`src/rtl/inventory_pkg.sv`:
```
// Shared types and limits for the inventory tracker and its per-slot logic.
package inventory_pkg;

  localparam int unsigned MAX_SLOTS = 16;

  typedef enum logic {
    SLOT_EMPTY,
    SLOT_HELD
  } slot_state_e;

endpackage

```
`src/rtl/inventory_tracker_if.sv`:
```
// Event/status bundle between room logic (master) and the inventory tracker (slave).
interface inventory_tracker_if #(
  parameter int unsigned NUM_ITEMS = 4,
  parameter int unsigned CNT_W     = 3
);

  logic                       clear;
  logic [NUM_ITEMS-1:0]       found;
  logic [NUM_ITEMS-1:0]       use_req;
  logic [NUM_ITEMS-1:0]       has;
  logic [NUM_ITEMS*CNT_W-1:0] count;
  logic [NUM_ITEMS-1:0]       use_grant;
  logic [NUM_ITEMS-1:0]       use_deny;
  logic [NUM_ITEMS-1:0]       sat;
  logic                       all_keys;

  modport master (
    output clear, found, use_req,
    input  has, count, use_grant, use_deny, sat, all_keys
  );

  modport slave (
    input  clear, found, use_req,
    output has, count, use_grant, use_deny, sat, all_keys
  );

endinterface

```
`src/rtl/inventory_slot.sv`:
```
// One inventory slot: sticky key flag or saturating consumable counter, plus the
// registered grant/deny/sat pulses for that slot.
module inventory_slot
  import inventory_pkg::*;
#(
  parameter int unsigned CNT_W      = 3,
  parameter bit          CONSUMABLE = 1'b0
) (
  input  logic             clk,
  input  logic             reset,
  input  logic             i_clear,
  input  logic             i_found,
  input  logic             i_use_req,
  output logic             o_has,
  output logic [CNT_W-1:0] o_count,
  output logic             o_grant,
  output logic             o_deny,
  output logic             o_sat
);

  logic w_rst;
  logic r_grant, r_deny, r_sat;

  assign w_rst   = reset | i_clear;
  assign o_grant = r_grant;
  assign o_deny  = r_deny;
  assign o_sat   = r_sat;

  if (CONSUMABLE) begin : g_cons
    localparam logic [CNT_W-1:0] CntMax = '1;

    logic [CNT_W-1:0] r_cnt, w_cnt_d;
    logic             w_grant_d, w_deny_d, w_sat_d;

    // Use is judged on the pre-update count; a simultaneous pickup then refills it.
    always_comb begin
      w_cnt_d   = r_cnt;
      w_grant_d = 1'b0;
      w_deny_d  = 1'b0;
      w_sat_d   = 1'b0;
      if (i_use_req) begin
        if (r_cnt != '0) begin
          w_grant_d = 1'b1;
          if (!i_found) w_cnt_d = r_cnt - 1'b1;
        end else begin
          w_deny_d = 1'b1;
          if (i_found) w_cnt_d = CNT_W'(1);
        end
      end else if (i_found) begin
        if (r_cnt == CntMax) w_sat_d = 1'b1;
        else                 w_cnt_d = r_cnt + 1'b1;
      end
    end

    always_ff @(posedge clk) begin
      if (w_rst) begin
        r_cnt   <= '0;
        r_grant <= 1'b0;
        r_deny  <= 1'b0;
        r_sat   <= 1'b0;
      end else begin
        r_cnt   <= w_cnt_d;
        r_grant <= w_grant_d;
        r_deny  <= w_deny_d;
        r_sat   <= w_sat_d;
      end
    end

    assign o_has   = (r_cnt != '0);
    assign o_count = r_cnt;

  end else begin : g_key
    slot_state_e r_state;
    logic        w_held;

    assign w_held = (r_state == SLOT_HELD);

    always_ff @(posedge clk) begin
      if (w_rst) begin
        r_state <= SLOT_EMPTY;
        r_grant <= 1'b0;
        r_deny  <= 1'b0;
        r_sat   <= 1'b0;
      end else begin
        if (i_found) r_state <= SLOT_HELD;
        r_grant <= i_use_req & w_held;
        r_deny  <= i_use_req & ~w_held;
        r_sat   <= 1'b0;
      end
    end

    assign o_has   = w_held;
    assign o_count = CNT_W'(w_held);
  end

endmodule

```
`src/rtl/inventory_tracker.sv`:
```
// Tracks NUM_ITEMS adventure items (sticky keys and counted consumables) and
// reports per-slot status, use handshake pulses and the all-keys flag.
module inventory_tracker
  import inventory_pkg::*;
#(
  parameter int unsigned          NUM_ITEMS       = 4,
  parameter int unsigned          CNT_W           = 3,
  parameter logic [NUM_ITEMS-1:0] CONSUMABLE_MASK = 4'b1100
) (
  input logic                clk,
  input logic                reset,
  inventory_tracker_if.slave bus
);

  if (NUM_ITEMS < 1 || NUM_ITEMS > MAX_SLOTS || CNT_W < 1 ||
      $bits(CONSUMABLE_MASK) != NUM_ITEMS) begin : g_param_err
    $error("inventory_tracker: bad NUM_ITEMS/CNT_W/CONSUMABLE_MASK");
  end

  logic [NUM_ITEMS-1:0]       w_has, w_grant, w_deny, w_sat;
  logic [NUM_ITEMS*CNT_W-1:0] w_count;

  for (genvar g = 0; g < NUM_ITEMS; g++) begin : g_slot
    inventory_slot #(
      .CNT_W      (CNT_W),
      .CONSUMABLE (CONSUMABLE_MASK[g])
    ) u_slot (
      .clk       (clk),
      .reset     (reset),
      .i_clear   (bus.clear),
      .i_found   (bus.found[g]),
      .i_use_req (bus.use_req[g]),
      .o_has     (w_has[g]),
      .o_count   (w_count[g*CNT_W +: CNT_W]),
      .o_grant   (w_grant[g]),
      .o_deny    (w_deny[g]),
      .o_sat     (w_sat[g])
    );
  end

  assign bus.has       = w_has;
  assign bus.count     = w_count;
  assign bus.use_grant = w_grant;
  assign bus.use_deny  = w_deny;
  assign bus.sat       = w_sat;
  // Consumable slots are forced high so they never block the key AND-reduction.
  assign bus.all_keys  = &(w_has | CONSUMABLE_MASK);

endmodule

```
`src/flat_wrapper.sv`:
```
// flat-port wrapper written by rule: the top's interface ports become plain ports
module inventory_tracker_flat import inventory_pkg::*;
#(
  parameter int unsigned          NUM_ITEMS       = 4,
  parameter int unsigned          CNT_W           = 3,
  parameter logic [NUM_ITEMS-1:0] CONSUMABLE_MASK = 4'b1100
)
  (clk, reset, bus_clear, bus_found, bus_use_req, bus_has, bus_count, bus_use_grant, bus_use_deny, bus_sat, bus_all_keys);
  inventory_tracker_if #(.NUM_ITEMS(NUM_ITEMS), .CNT_W(CNT_W)) bus_i ();
  input logic clk;
  input logic reset;
  input wire logic [$bits(bus_i.clear)-1:0] bus_clear;
  input wire logic [$bits(bus_i.found)-1:0] bus_found;
  input wire logic [$bits(bus_i.use_req)-1:0] bus_use_req;
  output wire logic [$bits(bus_i.has)-1:0] bus_has;
  output wire logic [$bits(bus_i.count)-1:0] bus_count;
  output wire logic [$bits(bus_i.use_grant)-1:0] bus_use_grant;
  output wire logic [$bits(bus_i.use_deny)-1:0] bus_use_deny;
  output wire logic [$bits(bus_i.sat)-1:0] bus_sat;
  output wire logic [$bits(bus_i.all_keys)-1:0] bus_all_keys;
  assign bus_i.clear = bus_clear;
  assign bus_i.found = bus_found;
  assign bus_i.use_req = bus_use_req;
  assign bus_has = bus_i.has;
  assign bus_count = bus_i.count;
  assign bus_use_grant = bus_i.use_grant;
  assign bus_use_deny = bus_i.use_deny;
  assign bus_sat = bus_i.sat;
  assign bus_all_keys = bus_i.all_keys;
  inventory_tracker #(.NUM_ITEMS(NUM_ITEMS), .CNT_W(CNT_W), .CONSUMABLE_MASK(CONSUMABLE_MASK)) u_core (.clk(clk), .reset(reset), .bus(bus_i));
endmodule
```
`config.mk`:
```
export PLATFORM = sky130hd
export DESIGN_NAME = inventory_tracker_flat
export DESIGN_NICKNAME = d
export VERILOG_FILES = /design/src/rtl/inventory_pkg.sv /design/src/rtl/inventory_tracker_if.sv /design/src/rtl/inventory_slot.sv /design/src/rtl/inventory_tracker.sv /design/src/flat_wrapper.sv
export SDC_FILE = /design/constraint.sdc
export NUM_CORES = 1
export LEC_CHECK = 0
export ABC_AREA = 1
export BUFFER_PORTS_ARGS = -buffer_cell sky130_fd_sc_hd__buf_2
export CAP_MARGIN = 15
export CORE_ASPECT_RATIO = 0.5
export CORE_MARGIN = 5
export CORE_UTILIZATION = 35
export DETAILED_ROUTE_END_ITERATION = 6
export PLACE_DENSITY_LB_ADDON = 0.2
export SYNTH_ARGS = -nofsm -noshare
export SYNTH_HDL_FRONTEND = slang
export SYNTH_SLANG_ARGS = --single-unit
```
`constraint.sdc`:
```
create_clock -name clk -period 1.2 [get_ports clk]
set_input_delay 0.24 -clock clk [delete_from_list [all_inputs] [get_ports clk]]
set_output_delay 0.24 -clock clk [all_outputs]
set_load 0.02 [all_outputs]
```
==> metrics.md, run 1 <==
| Metric | Value |
|---|---|
| Count leader, synth | nand2_1 |
| Clk root buf | clkbuf_8 |
| Synth cell types | 17 |
| Placed cell area | 1266 sq um |
| Reg power frac | 42.5% |
| Port bufs | 33 |
| Core box area | 2995 sq um |
| Rows | 14 |
| DR pass1 iterations | 4 |
| Initial antenna violation count | 0 |
| FMAX | 785.7 MHz |
| Drt wl/cell | 10.54 um |
| Setup Slack @ Placement | -0.06593 ns |
| CTS Hold Bufs | 0 |
| Clk buf depth | 2 |
| Synth top cells by count | nand2_1, nor2_1, buf_4 |
| Post-DRT Antenna Nets | 0 |
| Global-route wire length before repair | 3.891 mm |
| # clock sinks | 18 |
| Critical path cell sequence | inv_4 > ha_4 > nand2_4 > buf_6 |
| Reg-to-reg startpoint | u_core.g_slot[3].u_slot.o_count[1] |
| Largest net degree at the start of global routing | 11 |
| WP buf/inv | 2 |
| Critical-path top delay cell | dfxtp_4 |
| Clock Power Share | 27.4% |
| Tcrit/Tclk final | 106.1% |
| Total wire length | 2.435 mm |
| Max incr delay on CP | 0.38 ns |
| Final Hold Vio Count | 0 |
| Worst Path Required | 0.96 ns |
| Layout cells sized above 1 | 50.26% |
| Ports | 40 |
| Post-synthesis register bit count | 18 |
| Area leader, netlist | dfxtp_1 |
| Peak supply drop | 0.0003771 V |
| Area Growth Syn to Fin | 38.20% |
| Worst setup margin | -0.07276 ns |
| Layout net count | 211 |
| Mapped Cells | 155 |
| Finished Cell Area | 1503 sq um |
| Detailed Place HPWL | 1.713 mm |
| Outcome | finished with violations |
| Failing checks | negative setup slack |
| Final GP Congestion | 0.7821 |
| Clock transition at path regs | 0.07 ns |
| Worst skew pair latency | 0.25 ns |
| Vias in the first global route | 908 |
| Total track usage | 11.58% |
| Iteration-0 DRC Markers | 26 |
| Worst hold slack | 0.2053 ns |
| Syn avg cell area | 7.015 sq um |
| Number of enable flip-flop cells after synthesis | 0 |
| Sequential share of the synthesized area | 33.14% |
| Die Height | 49.41 um |
| H-tree depth | 1 |
| Cell area after synthesis | 1087 sq um |
| MaxCap Viol Count | 0 |
| NetSw | 490.3 uW |
| HP Start | bus_found[0] |
| Vias | 988 |
| Pins Over Slew Limit | 0 |
| Yosys Warn Count | 0 |
| Pleak | 0.7879 nW |
| PD cells | 1017 nW/um^2 |
| Tmin final | 1.273 ns |
| Fill cells | 291 |
| Post-route DRC | 0 |
| DIE WIDTH | 88.83 um |
| Synth top area cells | dfxtp_1, buf_4, nand2_1 |
| Internal power | 1.039 mW |
| TNS Setup | -0.2863 ns |
| Comb power frac | 30.1% |
| Total CTS buffers | 3 |
| Worst EP arrival | 1.03 ns |
| Setup violations, final | 7 |
| Routed vias/inst | 4.277 |
| Startpoint types | register |
| CP max FO | 4 |
| Top cell type's share of synthesized area | 33.14% |
| Predominant post-synthesis flop cell | dfxtp_1 |
| CP Class | reg2out |
| Worst Skew | 0.005109 ns |
| Initial core utilization | 36.30% |
| Crit path launch | u_core.g_slot[3].u_slot.o_count[1] |
| Full die area | 4389 sq um |
| Sw frac | 32.07% |
| Worst setup EP type | output pin |
| RSZ-0062 raised after global routing | true |
| Power consumption | 1.529 mW |
| N_diodes | 0 |
| Top Family by Delay on Critical Path | flip-flops |
| Hold Crit Class | in2reg |
| Grt total ovfl | 0 |
| Post-synth ARST share | 0% |
| TritonCTS clock tree | built |
==> placed cells by master (no fill, tap or decap), types with 4 or more instances in the layout <==
master	n
buf_2	31
nand2_1	28
nor2_1	25
buf_4	15
dfxtp_1	10
inv_1	9
nand2_2	8
ha_4	6
conb_1	6
inv_2	5
nand2_4	5
nand3_1	5
dfxtp_4	5
inv_4	4
==> cell families after synthesis <==
kind of cell	count (synthesis)	synth area share [%]
XOR/XNOR	2	1.611
flip-flops	18	33.14
AND/OR/NAND/NOR	76	29.69
adder cells (fa/ha/maj)	8	9.206
AO/OA/AOI/OAI	10	4.602
other	1	0.3449
buffers and inverters	40	21.40
==> worst reg2reg max path: stages (launching register included) <==
cell and delay, ns:
dfxtp_4 0.38, inv_4 0.05, ha_4 0.16, nand2_4 0.07
buf_4 0.12, nand3_1 0.09, nand2_2 0.11, nand2_1 0.06
nand2_1 0.07, nor2_2 0.03
==> per-layer routing <==
| layer | share of wire [%] | up-vias | global-route usage [%] |
|---|---|---|---|
| li1 | - | 514 | - |
| met2 | 53 | 21 | 20.44 |
| met3 | 5.3 | 6 | 4.047 |
| met4 | 1.3 | 0 | 5.779 |
| met5 | 0 | - | 0 |
| met1 | 40 | 447 | 12.06 |
==> final cells by class <==
class,count,area (sq um),share of cell area [%]
clock buffers,3,41.29,2.748
clock inverters,1,3.754,0.2498
inverters,18,77.57,5.162
multi-input cells,102,645.6,42.96
flip-flops and latches,18,382.9,25.48
well taps,40,50.05,3.331
repair buffers,49,301.5,20.07
==> registers in the layout, summed over array words and instances (netlist names) <==
signal	cells
u_core.g_slot.u_slot.o_grant	4
u_core.g_slot.u_slot.o_deny	4
u_core.g_slot.u_slot.o_has	2
u_core.g_slot.u_slot.o_count	6
u_core.g_slot.u_slot.o_sat	2
==> final timing paths <==
| path | cells past startpoint | to | slack (ns) |
|---|---|---|---|
| hold reg to reg | 1 | u_core.g_slot[1].u_slot.o_deny | 0.45 |
| setup reg to reg | 9 | u_core.g_slot[3].u_slot.o_count[1] | -0.04 |
| setup / recovery | 4 | bus_has[3] | -0.07 |
| hold / removal | 3 | u_core.g_slot[0].u_slot.o_has | 0.21 |
==> power groups by stage <==
stage | sequential (mW) | clock (mW) | combinational (mW)
2_1_floorplan | 0.670 | 0 | 0.276
3_3_place_gp | 0.656 | 0 | 0.363
3_5_place_dp | 0.657 | 0 | 0.364
4_1_cts | 0.650 | 0.439 | 0.436
5_1_grt | 0.654 | 0.470 | 0.508
6_report | 0.650 | 0.419 | 0.460
==> repair_timing <==
item / CTS / global route
setup buffers: 6 / 2
gates resized for setup: 26 / 15
pin swaps: 11 / 10
setup endpoints to repair: 8 / 9
==> stage by stage <==
step | instances | utilization [%]
after floorplan | 160 | -
after global placement | 219 | 42.27
after detailed placement | 219 | 42.27
after CTS | 229 | 48.25
after global routing | 231 | 50.17
final | 231 | 50.17
Note: power is estimated with default switching activity, not from simulation.
==> run 2, diff against run 1 <==
==> constraint.sdc (replaced) <==
create_clock -name clk -period 1.3 [get_ports clk]
set_input_delay 0.26 -clock clk [delete_from_list [all_inputs] [get_ports clk]]
set_output_delay 0.26 -clock clk [all_outputs]
set_load 0.02 [all_outputs]
==> metrics.md, run 2 (synthesized netlist as in run 1, its figures left out) <==
| Metric | Value |
|---|---|
| Peak supply drop | 0.0004303 V (+14%) |
| N_diodes | 0 (unchanged) |
| Worst Path Required | 1.04 ns (+0.08 ns) |
| Power consumption | 1.345 mW (-12%) |
| Total CTS buffers | 3 (unchanged) |
| Worst skew pair latency | 0.24 ns (about the same) |
| Highest-count cells in the layout ignoring fill and taps | nand2_1, buf_2, nor2_1, dfxtp_1, inv_1 |
| Tcrit/Tclk final | 99.53% |
| NetSw | 412.2 uW (-16%) |
| Cell total after placement | 212 (-3.2%) |
| Clk buf depth | 2 (unchanged) |
| Layout net count | 202 (-4.3%) |
| Worst Skew | 0.002044 ns (-0.003065 ns) |
| Vias in the first global route | 828 (-8.8%) |
| Internal power | 933.3 uW (-10%) |
| Sw frac | 30.63% (-1.4 points) |
| Initial antenna violation count | 0 (unchanged) |
| Number of flip-flops in the largest register | 6 (unchanged) |
| R2r setup slk | 0.06 ns (+0.10 ns) |
| Critical-path top delay cell | dfxtp_4 |
| Die Height | 49.41 um (unchanged) |
| Iteration-0 DRC Markers | 29 (+12%) |
| Tmin final | 1.294 ns |
| Comb power frac | 28.4% (-1.7 points) |
| Final Hold Vio Count | 0 (unchanged) |
| Final GP Congestion | 0.7972 (+1.9%) |
| MaxCap Viol Count | 0 (unchanged) |
| Global-route wire length before repair | 3.677 mm (-5.5%) |
| Placed cell area | 1169 sq um (-7.7%) |
| Ports | 40 (unchanged) |
| Total wire length | 2.172 mm (-11%) |
| Fill cells | 305 (+4.8%) |
| Core box area | 2995 sq um (unchanged) |
| Initial core utilization | 36.30% (unchanged) |
| Port bufs | 33 (unchanged) |
| Startpoint types | register |
| Grt total ovfl | 0 (unchanged) |
| Outcome | finished, final reports clean |
| CP Class | reg2out |
| Post-layout util | 46.32% (-3.8 points) |
| Reg power frac | 44.7% (+2.2 points) |
| Max incr delay on CP | 0.38 ns (about the same) |
| Hold Crit Class | in2reg |
| DR pass1 iterations | 4 (unchanged) |
| Detailed Place HPWL | 1.634 mm (-4.6%) |
| Layout cells sized above 1 | 41.44% (-8.8 points) |
| Finished Cell Area | 1388 sq um (-7.7%) |
| WP buf/inv | 2 (unchanged) |
| Commonest non-fill, non-tap cell in the layout | nand2_1 |
| Clock transition at path regs | 0.06 ns (about the same) |
| CP max FO | 5 (+1) |
| Critical path cell sequence | inv_2 > ha_4 > nand2_4 > buf_6 |
| Post-route DRC | 0 (unchanged) |
| Pleak | 0.7379 nW (-6.4%) |
| Clk root buf | clkbuf_8 |
| Pins Over Slew Limit | 0 (unchanged) |
| Setup violations, final | 0 (-7) |
| Total track usage | 10.68% (-0.90 points) |
| Drt wl/cell | 9.828 um (-6.8%) |
| Post-Layout Cell Count | 221 (-4.3%) |
| Area Growth Syn to Fin | 27.62% |
| Worst EP arrival | 1.03 ns (about the same) |
| Vias | 919 (-7.0%) |
| Post-DRT Antenna Nets | 0 (unchanged) |
| Rows | 14 (unchanged) |
| Full die area | 4389 sq um (unchanged) |
| # clock sinks | 18 (unchanged) |
| Clock Power Share | 26.9% (-0.5 points) |
| Top Family by Delay on Critical Path | flip-flops |
| H-tree depth | 1 (unchanged) |
| CTS Hold Bufs | 0 (unchanged) |
| Worst setup EP type | output pin |
| DIE WIDTH | 88.83 um (unchanged) |
| Routed vias/inst | 4.158 (-2.8%) |
| TritonCTS clock tree | built |
| RSZ-0062 raised after global routing | true |
| Largest net degree at the start of global routing | 11 (unchanged) |
| PD cells | 969.7 nW/um^2 (-4.7%) |
| FMAX | 772.9 MHz |
run 2: cell type report:
| class | count | area [sq um] | area share, % |
|---|---|---|---|
| sequential | 18 | 377.9 | 27.23 |
| multi-input combinational | 102 | 609.3 | 43.91 |
| clock buffer | 3 | 41.29 | 2.976 |
| timing repair buffer | 40 | 234.0 | 16.86 |
| tap | 40 | 50.05 | 3.607 |
| inverter | 18 | 75.07 | 5.410 |
run 2: worst reg2reg max path, cell delays in order (launching register included):
cell     delay (ns)
dfxtp_4        0.38
inv_2          0.06
ha_4           0.17
nand2_4        0.07
buf_4          0.12
nand2_1        0.05
nand2_1        0.07
nand2_2        0.07
nand2_1        0.06
nand2_1        0.04
nor2_1         0.09
run 2: path summary, 6_finish.rpt:
| check | startpoint | endpoint | cells past startpoint |
|---|---|---|---|
| worst max-delay path | u_core.g_slot[3].u_slot.o_count[0] | bus_has[3] | 4 |
| worst min-delay path | bus_found[0] | u_core.g_slot[0].u_slot.o_has | 3 |
| worst max register to register | u_core.g_slot[3].u_slot.o_count[0] | u_core.g_slot[3].u_slot.o_count[2] | 10 |
| worst min register to register | u_core.g_slot[0].u_slot.o_has | u_core.g_slot[0].u_slot.o_deny | 1 |
run 2: what timing repair did:
item,CTS,global route
pin swaps,2,6
cloned,0,0
resized for setup,16,21
endpoints found under the hold margin,0,0
endpoints found under the setup margin,5,8
setup buffers,4,2
run 2: metal layers:
layer | wire length, um | global-route usage [%] | part of all wire [%] | up-vias
met4 | 25 | 3.015 | 1.2 | 0
met2 | 1045 | 17.00 | 48 | 18
met1 | 962 | 13.38 | 44 | 403
met3 | 138 | 4.047 | 6.4 | 2
met5 | 0 | 0 | 0 | -
li1 | - | - | - | 496
run 2: through the flow:
| step | hold slack [ns] | setup WS, ns | setup TNS (ns) |
|---|---|---|---|
| final | 0.2336 | 0.006113 | 0 |
| after global routing | 0.2262 | -0.05289 | -0.1619 |
| after CTS | 0.2314 | -0.002969 | -0.002969 |
| after detailed placement | 0.4754 | -0.01941 | -0.03168 |
| after global placement | 0.4667 | -0.04214 | -0.07104 |
| after floorplan | 0.3809 | 0.01933 | 0 |
run 2: power by group through the flow:
stage                     registers (mW)  logic (mW)  clock network (mW)
final                              0.601       0.382               0.362
after global routing               0.606       0.427               0.419
after CTS                          0.595       0.359               0.380
after detailed placement           0.609       0.310                   0
after global placement             0.609       0.310                   0
after floorplan                    0.619       0.252                   0
